$ cat src/rtl/sprite_collision_detector.sv
// Sprite collision detector: on a direction key, sweeps five probe points
// along the sprite's leading edge, reads the background colour under each
// and flags a collision if any probe lands on the wall colour or off-screen.
module sprite_collision_detector #(
   parameter logic [3:0] WALL_R  = 4'h0,
   parameter logic [3:0] WALL_G  = 4'h0,
   parameter logic [3:0] WALL_B  = 4'hF,
   parameter int         TIMEOUT = 15
) (
   input  logic       frame_clk,
   input  logic       Reset,
   input  logic [7:0] keycode,
   input  logic [9:0] spriteX,
   input  logic [9:0] spriteY,
   input  logic [9:0] spriteS,
   output logic       rd_req,
   output logic [9:0] rd_x,
   output logic [9:0] rd_y,
   input  logic       rd_valid,
   input  logic [3:0] red,
   input  logic [3:0] green,
   input  logic [3:0] blue,
   output logic       collision,
   output logic       busy
);

   localparam logic [7:0] KEY_A = 8'h04;
   localparam logic [7:0] KEY_D = 8'h07;
   localparam logic [7:0] KEY_S = 8'h16;
   localparam logic [7:0] KEY_W = 8'h1A;
   localparam int         CW    = (TIMEOUT > 1) ? $clog2(TIMEOUT + 1) : 1;

   typedef enum logic [1:0] {IDLE, PROBE, DONE} state_t;

   state_t            state;
   state_t            next_state;
   logic [7:0]        key_q;
   logic [9:0]        x_q;
   logic [9:0]        y_q;
   logic [9:0]        s_q;
   logic [2:0]        k;
   logic              hit;
   logic [CW-1:0]     wait_cnt;

   logic              is_dir;
   logic signed [10:0] sx;
   logic signed [10:0] sy;
   logic signed [10:0] ss;
   logic signed [10:0] half;
   logic signed [10:0] off;
   logic signed [10:0] px;
   logic signed [10:0] py;
   logic              in_bounds;
   logic              is_wall;
   logic              timed_out;
   logic              probe_done;
   logic              probe_hit;

   assign is_dir = (keycode == KEY_A) || (keycode == KEY_D) ||
                   (keycode == KEY_S) || (keycode == KEY_W);

   // Probe point for the current k: offset along the edge is (k-2)*(S/2),
   // pushed one pixel beyond the sprite's edge in the direction of travel.
   always_comb begin
      sx   = signed'({1'b0, x_q});
      sy   = signed'({1'b0, y_q});
      ss   = signed'({1'b0, s_q});
      half = signed'({2'b00, s_q[9:1]});
      off  = 11'sd0;
      px   = sx;
      py   = sy;
      case (k)
         3'd0:    off = -(half + half);
         3'd1:    off = -half;
         3'd2:    off = 11'sd0;
         3'd3:    off = half;
         default: off = half + half;
      endcase
      case (key_q)
         KEY_D: begin
            px = sx + ss + 11'sd1;
            py = sy + off;
         end
         KEY_A: begin
            px = sx - ss - 11'sd1;
            py = sy + off;
         end
         KEY_S: begin
            px = sx + off;
            py = sy + ss + 11'sd1;
         end
         default: begin
            px = sx + off;
            py = sy - ss - 11'sd1;
         end
      endcase
   end

   // Bounds check, wall colour match and per-probe completion; an
   // off-screen probe finishes in one cycle without touching the read port.
   always_comb begin
      in_bounds  = !px[10] && (px <= 11'sd639) && !py[10] && (py <= 11'sd479);
      is_wall    = ({red, green, blue} == {WALL_R, WALL_G, WALL_B});
      timed_out  = (wait_cnt == CW'(TIMEOUT - 1));
      rd_req     = (state == PROBE) && in_bounds;
      rd_x       = rd_req ? px[9:0] : 10'd0;
      rd_y       = rd_req ? py[9:0] : 10'd0;
      probe_done = (state == PROBE) && (!in_bounds || rd_valid || timed_out);
      probe_hit  = !in_bounds || (rd_valid ? is_wall : 1'b1);
      busy       = (state != IDLE);
   end

   // State register; reset abandons any sweep in flight.
   always_ff @(posedge frame_clk or posedge Reset) begin
      if (Reset) state <= IDLE;
      else       state <= next_state;
   end

   // Next state: a direction key starts a sweep, five probes, then one
   // DONE cycle to publish the result.
   always_comb begin
      next_state = state;
      case (state)
         IDLE:    if (is_dir) next_state = PROBE;
         PROBE:   if (probe_done && (k == 3'd4)) next_state = DONE;
         DONE:    next_state = IDLE;
         default: next_state = IDLE;
      endcase
   end

   // Sweep datapath: latch the sprite snapshot, accumulate hits per probe,
   // time out silent reads, and update collision only when a sweep ends or
   // a non-direction key is seen while idle.
   always_ff @(posedge frame_clk or posedge Reset) begin
      if (Reset) begin
         key_q     <= 8'h00;
         x_q       <= 10'd0;
         y_q       <= 10'd0;
         s_q       <= 10'd0;
         k         <= 3'd0;
         hit       <= 1'b0;
         wait_cnt  <= '0;
         collision <= 1'b0;
      end else begin
         case (state)
            IDLE: begin
               if (is_dir) begin
                  key_q    <= keycode;
                  x_q      <= spriteX;
                  y_q      <= spriteY;
                  s_q      <= spriteS;
                  k        <= 3'd0;
                  hit      <= 1'b0;
                  wait_cnt <= '0;
               end else begin
                  collision <= 1'b0;
               end
            end
            PROBE: begin
               if (probe_done) begin
                  hit      <= hit | probe_hit;
                  k        <= k + 3'd1;
                  wait_cnt <= '0;
               end else begin
                  wait_cnt <= wait_cnt + 1'b1;
               end
            end
            DONE:    collision <= hit;
            default: ;
         endcase
      end
   end

endmodule

$ cat config.mk
export PLATFORM = sky130hd
export DESIGN_NAME = sprite_collision_detector
export DESIGN_NICKNAME = d
export VERILOG_FILES = /design/src/rtl/sprite_collision_detector.sv
export SDC_FILE = /design/constraint.sdc
export NUM_CORES = 1
export LEC_CHECK = 0
export CORE_ASPECT_RATIO = 1.5
export CORE_MARGIN = 1.5
export CORE_UTILIZATION = 52
export CTS_CLUSTER_DIAMETER = 30
export CTS_CLUSTER_SIZE = 25
export DETAILED_ROUTE_END_ITERATION = 16
export PLACE_DENSITY_LB_ADDON = 0.08
export SLEW_MARGIN = 0
export SYNTH_ARGS = -nofsm -noshare
export SYNTH_HDL_FRONTEND = slang
export SYNTH_SLANG_ARGS = --single-unit
$ cat constraint.sdc
create_clock -name frame_clk -period 4.9 [get_ports frame_clk]
set_clock_uncertainty 0.2 [all_clocks]
set_input_delay 0.735 -clock frame_clk [delete_from_list [all_inputs] [get_ports frame_clk]]
set_output_delay 0.735 -clock frame_clk [all_outputs]
set_load 0.02 [all_outputs]
==> impl_metrics.env, run 1 <==
export IMPL_slew_headroom=0.225
export IMPL_finalPower_w=0.00706
export IMPL_setup_viol=20
export IMPL_synth_seq_cells=49
export IMPL_syn_nets=823
export IMPL_htree_num_levels=2
export IMPL_synth_top_area_frac=0.217
export IMPL_netlist_instances=694
export IMPL_drive_gt1_frac=0.324
export IMPL_clockPowerShare=0.053
export IMPL_die_h_um=131
export IMPL_place_congestion=0.949
export IMPL_clock_sinks=49
export IMPL_p_sw_frac=0.497
export IMPL_rrSetupSlack_ns=0.15
export IMPL_drt_wl_total_um=21200
export IMPL_path_class="flip-flop to output pin"
export IMPL_gr_total_overflow=0
export IMPL_crit_required_ns=3.96
export IMPL_drtAntennaViolNets=0
export IMPL_fin_nets=1017
export IMPL_worst_pin_slew_ns=1.16
export IMPL_netlist_area_um2=5640
export IMPL_switching_power_w=0.00351
export IMPL_cts_buffers=5
export IMPL_final_cell_count_no_fill=1033
export IMPL_clockBufferDepth=2
export IMPL_hold_viol=0
export IMPL_synth_edf_count=0
export IMPL_worst_path_max_fanout=5
export IMPL_post_route_util=0.777
export IMPL_final_max_slew_viol_count=0
export IMPL_start_util=0.532
export IMPL_violations="setup timing"
export IMPL_core_area_um2=10600
export IMPL_tritoncts="built"
export IMPL_outcome="complete, but fails checks"
export IMPL_p_per_area_nw_per_um2=858
export IMPL_drtPass1Iterations=6
export IMPL_cts_hold_buf=0
export IMPL_grt_max_degree=50
export IMPL_avgRoutedWirePerCell_um=20.6
export IMPL_async_flop_share=1.00
export IMPL_post_route_min_period_ns=5.50
export IMPL_cp_arrival_ns=4.56
export IMPL_cts_root_buf="clkbuf_16"
export IMPL_dp_cells=992
export IMPL_syn_to_final_growth_pct=46.0
export IMPL_synth_largest_area_cell="dfrtp_1"
export IMPL_worstHoldPathType="flip-flop to flip-flop"
export IMPL_leakage_nw=3.72
export IMPL_intPower_w=0.00356
export IMPL_grt_pass1_wl_um=32000
export IMPL_combPwrFrac=0.847
export IMPL_track_usage=0.365
export IMPL_rows=46
export IMPL_yosys_most_used_dff="dfrtp_1"
export IMPL_synth_common_cells="ha_1 (70), nor2_1 (68), nand2_1 (61), o21ai_0 (52), dfrtp_1 (49)"
export IMPL_p_seq_frac=0.100
export IMPL_fp_dieArea_um2=11500
export IMPL_port_buffers=74
export IMPL_drc=0
export IMPL_syn_area_per_cell_um2=8.12
export IMPL_period_share=1.12
export IMPL_synth_area_leaders="dfrtp_1 (22%), ha_1 (16%), o21ai_0 (4.6%)"
export IMPL_pin_count=76
export IMPL_die_w_um=88.0
export IMPL_antenna_cells=0
export IMPL_peakVddDrop_mv=0.548
export IMPL_dp_hpwl_um=15400
export IMPL_fmax_mhz=182
export IMPL_yosysSeqAreaShare=0.217
export IMPL_dr_first_iter_drc_count=603
export IMPL_end_kind="output pin"
export IMPL_start_kind="flip-flop"
export IMPL_grt_pass1_vias=6405
export IMPL_vias=6482
export IMPL_cap_violations=0
export IMPL_clk_latency_ns=0.30
export IMPL_fin_ws_ns=-0.600
export IMPL_pre_cts_slack_ns=-0.686
export IMPL_grt_antenna_before_repair=0
export IMPL_synth_warnings=0
export IMPL_synth_cell_type_count=76
export IMPL_yosysMostFrequentCell="ha_1"
export IMPL_nFillCells=765
export IMPL_clk_pin_slew_worst_paths_ns=0.08
export IMPL_rsz0062_at_grt="true"
export IMPL_vias_per_cell=6.27
## repair_timing
action                     4_1_cts  5_1_grt
pin swaps                       30       13
resized for setup              171       36
setup endpoints to repair       20       22
gates cloned                     2        0
hold endpoints to repair         0        0
buffers inserted                24       10
## registers in the layout (all words and copies together), names as in the netlist
name,flops
s_q,10
x_q,10
key_q,8
k,3
y_q,10
collision,1
hit,1
state,2
wait_cnt,4
## worst max-delay path, cell delays in order (launching register included)
cell and delay, ns:
dfrtp_1 0.36, inv_2 0.07, ha_2 0.20, buf_4 0.16
xnor2_1 0.15, a222oi_1 0.49, nand2_2 0.14, buf_6 0.16
ha_4 0.23, a211oi_4 0.30, a21oi_4 0.12, o41ai_2 0.24
mux2i_1 0.14, nor4_2 0.22, buf_4 0.17, nor4_4 0.05
nor4_4 0.29, nand3_4 0.15, buf_12 0.18, buf_12 0.12
buf_6 0.11, nor2_4 0.10, buf_6 0.12
## layout by cell type, fill, tap and decap left out, types with 14 or more instances in the layout
| cell | count |
|---|---|
| a21oi_1 | 37 |
| buf_4 | 136 |
| buf_6 | 23 |
| clkdlybuf4s50_1 | 54 |
| dfrtp_1 | 49 |
| ha_1 | 59 |
| inv_1 | 28 |
| mux2_2 | 21 |
| nand2_1 | 59 |
| nor2_1 | 53 |
| nor2_4 | 15 |
| o21ai_0 | 45 |
| xor2_1 | 14 |
## kinds of logic (layout without fill, tap and decap cells)
logic type      count (synthesis)  in the layout  share of synthesized area
compound gates                223            223                      0.266
xor+xnor                       22             22                     0.0342
fa+ha+maj                      76             76                      0.177
buf+inv                        65            260                     0.0470
flops                          49             49                      0.217
mux                            25             25                     0.0490
other cells                     1              1                   0.000665
simple gates                  233            233                      0.209
## final timing paths
check                                           start               endpoint  cells after the start
worst max-delay path               s_q[1]$_DFFE_PP0P_                rd_x[9]                     22
max in group asynchronous                       Reset     x_q[1]$_DFFE_PP0P_                      2
worst min register to register  collision$_DFFE_PP0P_  collision$_DFFE_PP0P_                      2
worst max register to register     s_q[1]$_DFFE_PP0P_       k[0]$_DFFE_PP0P_                     21
worst min-delay path            collision$_DFFE_PP0P_  collision$_DFFE_PP0P_                      2
min in group asynchronous                       Reset   key_q[0]$_DFFE_PP0P_                      2
## power by group through the flow
stage                     Sequential [W]  Clock (W)  Combinational, W
final                           0.000704   0.000375           0.00598
after global routing            0.000719   0.000392           0.00637
after CTS                       0.000693   0.000380           0.00554
after detailed placement        0.000694          0           0.00493
after global placement          0.000687          0           0.00476
after floorplan                 0.000657          0           0.00302
## routing by layer
| layer | GRT usage | vias up | wire, um |
|---|---|---|---|
| li1 | - | 2961 | - |
| met1 | 0.398 | 3103 | 7600 |
| met2 | 0.650 | 327 | 10900 |
| met3 | 0.0609 | 91 | 1350 |
| met4 | 0.225 | 0 | 1360 |
| met5 | 0 | - | 0 |
## per-stage QoR
step	instance area, um^2	setup TNS [ns]	hold WS [ns]
3_3_place_gp	7420	-8.80	0.290
5_1_grt	8230	-14.06	0.348
4_1_cts	8070	-4.89	0.318
3_5_place_dp	7420	-12.10	0.301
6_report	8230	-10.06	0.324
2_1_floorplan	5790	0	0.280
## cell type report
cell class / count / area (um^2) / share of cell area
timing repair buffer: 218 / 1920 / 0.233
clock buffer: 5 / 125 / 0.0152
tap: 144 / 180 / 0.0219
clock inverter: 3 / 25.0 / 0.00304
sequential: 49 / 1230 / 0.149
multi-input combinational: 580 / 4630 / 0.563
inverter: 34 / 128 / 0.0155
Note: power is estimated with default switching activity, not from simulation.
==> inputs of run 2 (changes only) <==
==> constraint.sdc (replaced) <==
create_clock -name frame_clk -period 4.9 [get_ports frame_clk]
set_clock_uncertainty 0.2 [all_clocks]
set_input_delay 0.735 -clock frame_clk [delete_from_list [all_inputs] [get_ports frame_clk]]
set_output_delay 0.735 -clock frame_clk [all_outputs]
set_load 0.1 [all_outputs]
==> impl_metrics.env, run 2 (synthesis gave the netlist of run 1 again) <==
export IMPL_outcome="complete, but fails checks"
export IMPL_violations="setup timing"
export IMPL_end_kind="output pin"
export IMPL_fin_nets=978
export IMPL_antenna_cells=0
export IMPL_die_w_um=88.0
export IMPL_syn_to_final_growth_pct=44.3
export IMPL_p_per_area_nw_per_um2=825
export IMPL_peakVddDrop_mv=0.740
export IMPL_cts_hold_buf=0
export IMPL_worst_pin_slew_ns=1.13
export IMPL_grt_pass1_wl_um=30100
export IMPL_pin_count=76
export IMPL_htree_num_levels=2
export IMPL_met1_length_um=7540
export IMPL_layout_commonest_cell="buf_4"
export IMPL_vias_per_cell=6.27
export IMPL_tritoncts="built"
export IMPL_post_route_min_period_ns=5.49
export IMPL_drc=0
export IMPL_vias=6229
export IMPL_gr_total_overflow=0
export IMPL_start_kind="flip-flop"
export IMPL_clk_latency_ns=0.30
export IMPL_hold_viol=0
export IMPL_place_congestion=0.889
export IMPL_clock_sinks=49
export IMPL_path_class="flip-flop to output pin"
export IMPL_core_area_um2=10600
export IMPL_avgRoutedWirePerCell_um=19.8
export IMPL_top_layer="met4"
export IMPL_fmax_mhz=182
export IMPL_nFillCells=815
export IMPL_worstHoldPathType="flip-flop to flip-flop"
export IMPL_rows=46
export IMPL_fp_dieArea_um2=11500
export IMPL_layout_common_cells="buf_4 (96), nand2_1 (59), ha_1 (58), clkdlybuf4s50_1 (54), nor2_1 (53)"
export IMPL_drtAntennaViolNets=0
export IMPL_rsz0062_at_grt="true"
export IMPL_dr_wl_met2_um=10300
export IMPL_dr_first_iter_drc_count=568
export IMPL_dp_hpwl_um=14900
export IMPL_clockBufferDepth=2
export IMPL_met3_length_um=890
export IMPL_clk_pin_slew_worst_paths_ns=0.07
export IMPL_final_max_slew_viol_count=0
export IMPL_grt_max_degree=50
export IMPL_port_buffers=74
export IMPL_top_regs="s_q: 10 flops, x_q: 10 flops, y_q: 10 flops"
export IMPL_grt_antenna_before_repair=0
export IMPL_leakage_nw=3.56
export IMPL_period_share=1.12
export IMPL_crit_required_ns=3.96
export IMPL_fin_ws_ns=-0.592
export IMPL_die_h_um=131
export IMPL_setup_viol=20
export IMPL_grt_pass1_vias=6206
export IMPL_start_util=0.532
export IMPL_post_route_util=0.768
export IMPL_cts_root_buf="clkbuf_16"
export IMPL_cp_arrival_ns=4.56
export IMPL_worst_path_max_fanout=8
export IMPL_cap_violations=0
export IMPL_drtPass1Iterations=6
export IMPL_track_usage=0.340
export IMPL_cts_buffers=5
export IMPL_slew_headroom=0.248
export IMPL_drt_wl_total_um=19700
export IMPL_pre_cts_slack_ns=-0.252
export IMPL_drive_gt1_frac=0.291
-- run 2: cell count changes in the layout (fill, tap and decap cells not counted), moves of 4 or more --
cell / change
buf_4: -40
a21oi_2: -4
buf_6: -17
buf_12: +19
a211oi_2: -4
ha_4: +4
-- run 2: final cells by class --
cell class	instances	area, um^2	share of cell area
sequential	49	1230	0.151
clock buffer	5	125	0.0154
inverter	34	139	0.0171
multi-input combinational	580	4640	0.570
tap	144	180	0.0221
clock inverter	2	35.0	0.00431
timing repair buffer	179	1790	0.220
-- run 2: power by group --
group          internal [W]  switching, W  total, W
registers          0.000532      0.000186  0.000718
clock network      0.000238      0.000169  0.000407
logic               0.00255       0.00304   0.00559
total               0.00332       0.00339   0.00671
-- run 2: through the flow --
| step | instances | instance area (um^2) | setup TNS, ns | hold WS (ns) | total power [W] |
|---|---|---|---|---|---|
| 5_1_grt | 993 | 8140 | -15.94 | 0.367 | 0.00717 |
| 2_1_floorplan | 694 | 5910 | -5.90 | 0.280 | 0.00390 |
| 3_3_place_gp | 971 | 7560 | -1.57 | 0.297 | 0.00547 |
| 4_1_cts | 989 | 7980 | -7.33 | 0.337 | 0.00635 |
| 6_report | 993 | 8140 | -11.07 | 0.336 | 0.00671 |
| 3_5_place_dp | 971 | 7560 | -4.28 | 0.318 | 0.00562 |
-- run 2: metal layers --
layer  up-vias  global-route usage
li1       2879                   -
met1      2993               0.383
met2       275               0.631
met3        82              0.0232
met4         0               0.174
met5         -                   0
-- run 2: worst max-delay path, cell delays in order, from the launching register on --
cell and delay (ns):
dfrtp_2 0.47, buf_6 0.14, ha_4 0.17, nor3_4 0.25, o21bai_4 0.10, buf_6 0.14
buf_4 0.14, nor2_1 0.12, a21oi_2 0.07, ha_1 0.35, a21o_1 0.20, a21oi_1 0.16
o211ai_1 0.16, buf_4 0.18, xor2_1 0.15, a22oi_2 0.21, nor4_4 0.10, nor4_4 0.36
nand3_4 0.12, buf_12 0.18, buf_12 0.15, a21oi_4 0.13, buf_12 0.19
-- run 2: timing repair --
item / 4_1_cts / 5_1_grt
cloned: 0 / 0
endpoints found under the setup margin: 20 / 20
gates resized for setup: 36 / 26
setup buffers: 11 / 4
pin swaps: 26 / 18
-- run 2: final timing paths --
| kind | startpoint | to | slack [ns] | cells after the start |
|---|---|---|---|---|
| min | collision$_DFFE_PP0P_ | collision$_DFFE_PP0P_ | 0.34 | 2 |
| min reg2reg | collision$_DFFE_PP0P_ | collision$_DFFE_PP0P_ | 0.34 | 2 |
| max in group asynchronous | Reset | k[0]$_DFFE_PP0P_ | 2.90 | 2 |
| min in group asynchronous | Reset | x_q[2]$_DFFE_PP0P_ | 0.84 | 2 |
| max reg2reg | k[0]$_DFFE_PP0P_ | k[0]$_DFFE_PP0P_ | 0.27 | 21 |
| max | k[0]$_DFFE_PP0P_ | rd_y[3] | -0.59 | 22 |
==> inputs of run 3 (changes only) <==
--- a/config.mk
+++ b/config.mk
@@ -7,7 +7,7 @@
 export LEC_CHECK = 0
 export CORE_ASPECT_RATIO = 1.5
 export CORE_MARGIN = 1.5
-export CORE_UTILIZATION = 52
+export CORE_UTILIZATION = 57
 export CTS_CLUSTER_DIAMETER = 30
 export CTS_CLUSTER_SIZE = 25
 export DETAILED_ROUTE_END_ITERATION = 16
==> constraint.sdc (replaced) <==
create_clock -name frame_clk -period 5.9 [get_ports frame_clk]
set_clock_uncertainty 0.2 [all_clocks]
set_input_delay 0.885 -clock frame_clk [delete_from_list [all_inputs] [get_ports frame_clk]]
set_output_delay 0.885 -clock frame_clk [all_outputs]
set_load 0.1 [all_outputs]
==> impl_metrics.env, run 3 (synthesis gave the netlist of run 1 again) <==
export IMPL_outcome="finished, final reports clean"
export IMPL_end_kind="output pin"
export IMPL_worst_pin_slew_ns=1.06
export IMPL_grt_antenna_before_repair=0
export IMPL_vias_per_cell=6.66
export IMPL_clock_sinks=49
export IMPL_drtAntennaViolNets=0
export IMPL_drc=0
export IMPL_vias=5942
export IMPL_grt_max_degree=50
export IMPL_drtPass1Iterations=6
export IMPL_clk_pin_slew_worst_paths_ns=0.07
export IMPL_p_per_area_nw_per_um2=630
export IMPL_core_area_um2=9630
export IMPL_cts_buffers=5
export IMPL_layout_common_cells="ha_1 (66), nand2_1 (60), nor2_1 (54), clkdlybuf4s50_1 (54), o21ai_0 (51)"
export IMPL_whs_path_depth=1
export IMPL_grt_pass1_vias=6023
export IMPL_top_regs="s_q: 10 flops, x_q: 10 flops, y_q: 10 flops"
export IMPL_hp_start="hit$_DFFE_PP0P_"
export IMPL_period_share=0.967
export IMPL_hold_path_end="hit$_DFFE_PP0P_"
export IMPL_worst_path_max_fanout=17
export IMPL_start_util=0.585
export IMPL_drive_gt1_frac=0.185
export IMPL_setup_viol=0
export IMPL_port_buffers=74
export IMPL_dpl_cell_area_um2=6840
export IMPL_layout_commonest_cell="ha_1"
export IMPL_gr_total_overflow=0
export IMPL_tritoncts="built"
export IMPL_reg2reg_from="s_q[2]$_DFFE_PP0P_"
export IMPL_die_w_um=84.2
export IMPL_clk_latency_ns=0.30
export IMPL_cap_violations=0
export IMPL_syn_to_final_growth_pct=26.7
export IMPL_place_congestion=0.981
export IMPL_post_route_min_period_ns=5.70
export IMPL_fin_nets=905
export IMPL_start_kind="flip-flop"
export IMPL_path_class="flip-flop to output pin"
export IMPL_htree_num_levels=2
export IMPL_finalPower_w=0.00450
export IMPL_worstHoldPathType="flip-flop to flip-flop"
export IMPL_avgRoutedWirePerCell_um=20.4
export IMPL_hold_viol=0
export IMPL_final_max_slew_viol_count=0
export IMPL_fin_area_um2=7140
export IMPL_track_usage=0.349
export IMPL_die_h_um=125
export IMPL_clockBufferDepth=2
export IMPL_slew_headroom=0.293
export IMPL_cp_arrival_ns=4.62
export IMPL_dp_hpwl_um=14300
export IMPL_r2r_cells=19
export IMPL_grt_pass1_wl_um=29600
export IMPL_whs_ns=0.319
export IMPL_tns_ns=0
export IMPL_fp_dieArea_um2=10500
export IMPL_r2r_end="k[0]$_DFFE_PP0P_"
export IMPL_leakage_nw=3.14
export IMPL_dr_first_iter_drc_count=440
export IMPL_cts_root_buf="clkbuf_16"
export IMPL_drt_wl_total_um=18200
export IMPL_post_route_util=0.742
export IMPL_rrSetupSlack_ns=1.28
export IMPL_antenna_cells=0
export IMPL_peakVddDrop_mv=0.403
export IMPL_pin_count=76
export IMPL_rows=44
export IMPL_fmax_mhz=175
export IMPL_crit_required_ns=4.82
-- run 3: layer usage --
layer | GRT usage | vias to the layer above | wire, um | share of wire
met5 | 0 | - | 0 | 0
met4 | 0.188 | 0 | 981 | 0.054
met3 | 0.0471 | 83 | 1020 | 0.056
met2 | 0.641 | 290 | 9630 | 0.53
met1 | 0.380 | 2838 | 6600 | 0.36
li1 | - | 2731 | - | -
-- run 3: worst max-delay path: stages, from the launching register on --
cell,delay [ns]
dfrtp_2,0.43
inv_4,0.10
ha_2,0.22
nand2_1,0.09
or2_2,0.33
nor3_2,0.15
buf_4,0.16
or3_1,0.10
o211ai_1,0.18
ha_1,0.40
a21o_1,0.21
a311o_1,0.29
a211oi_2,0.23
a31oi_1,0.08
xor2_1,0.18
nor4_4,0.39
nand3_4,0.12
buf_12,0.18
a211oi_4,0.25
buf_12,0.21
-- run 3: final cells by class --
type	instances	area [um^2]
tap	115	144
fill	722	2490
inverter	34	130
sequential	49	1230
multi-input combinational	580	4310
timing repair buffer	106	1190
clock inverter	1	7.51
clock buffer	7	133
-- run 3: through the flow --
| stage | worst slack [ns] | cells |
|---|---|---|
| 2_1_floorplan | -0.0418 | 694 |
| 3_3_place_gp | 0.228 | 874 |
| 3_5_place_dp | 0.123 | 874 |
| 4_1_cts | 0.0385 | 884 |
| 5_1_grt | -0.0222 | 892 |
| 6_report | 0.195 | 892 |
-- run 3: worst max-delay path by stage --
stage                       start      end  slack (ns)  cells after the start
2_1_floorplan    k[2]$_DFFE_PP0P_  rd_y[2]       -0.04                     19
3_3_place_gp   s_q[2]$_DFFE_PP0P_  rd_x[0]        0.23                     19
3_5_place_dp   s_q[2]$_DFFE_PP0P_  rd_x[0]        0.12                     19
4_1_cts        s_q[2]$_DFFE_PP0P_  rd_x[0]        0.04                     19
5_1_grt          k[1]$_DFFE_PP0P_  rd_x[0]       -0.02                     20
6_report       s_q[2]$_DFFE_PP0P_  rd_x[0]        0.20                     19
-- run 3: power by group --
part | internal [W] | total [W] | switching, W
combinational | 0.00148 | 0.00360 | 0.00211
clock | 0.000158 | 0.000290 | 0.000132
sequential | 0.000440 | 0.000613 | 0.000172
total | 0.00208 | 0.00450 | 0.00242
-- run 3: repair_timing --
| action | 4_1_cts | 5_1_grt |
|---|---|---|
| resized for setup | 3 | 25 |
| setup buffers | 2 | 8 |
| pin swaps | 3 | 7 |
| endpoints found under the setup margin | 17 | 20 |
| hold buffers | 0 | 0 |
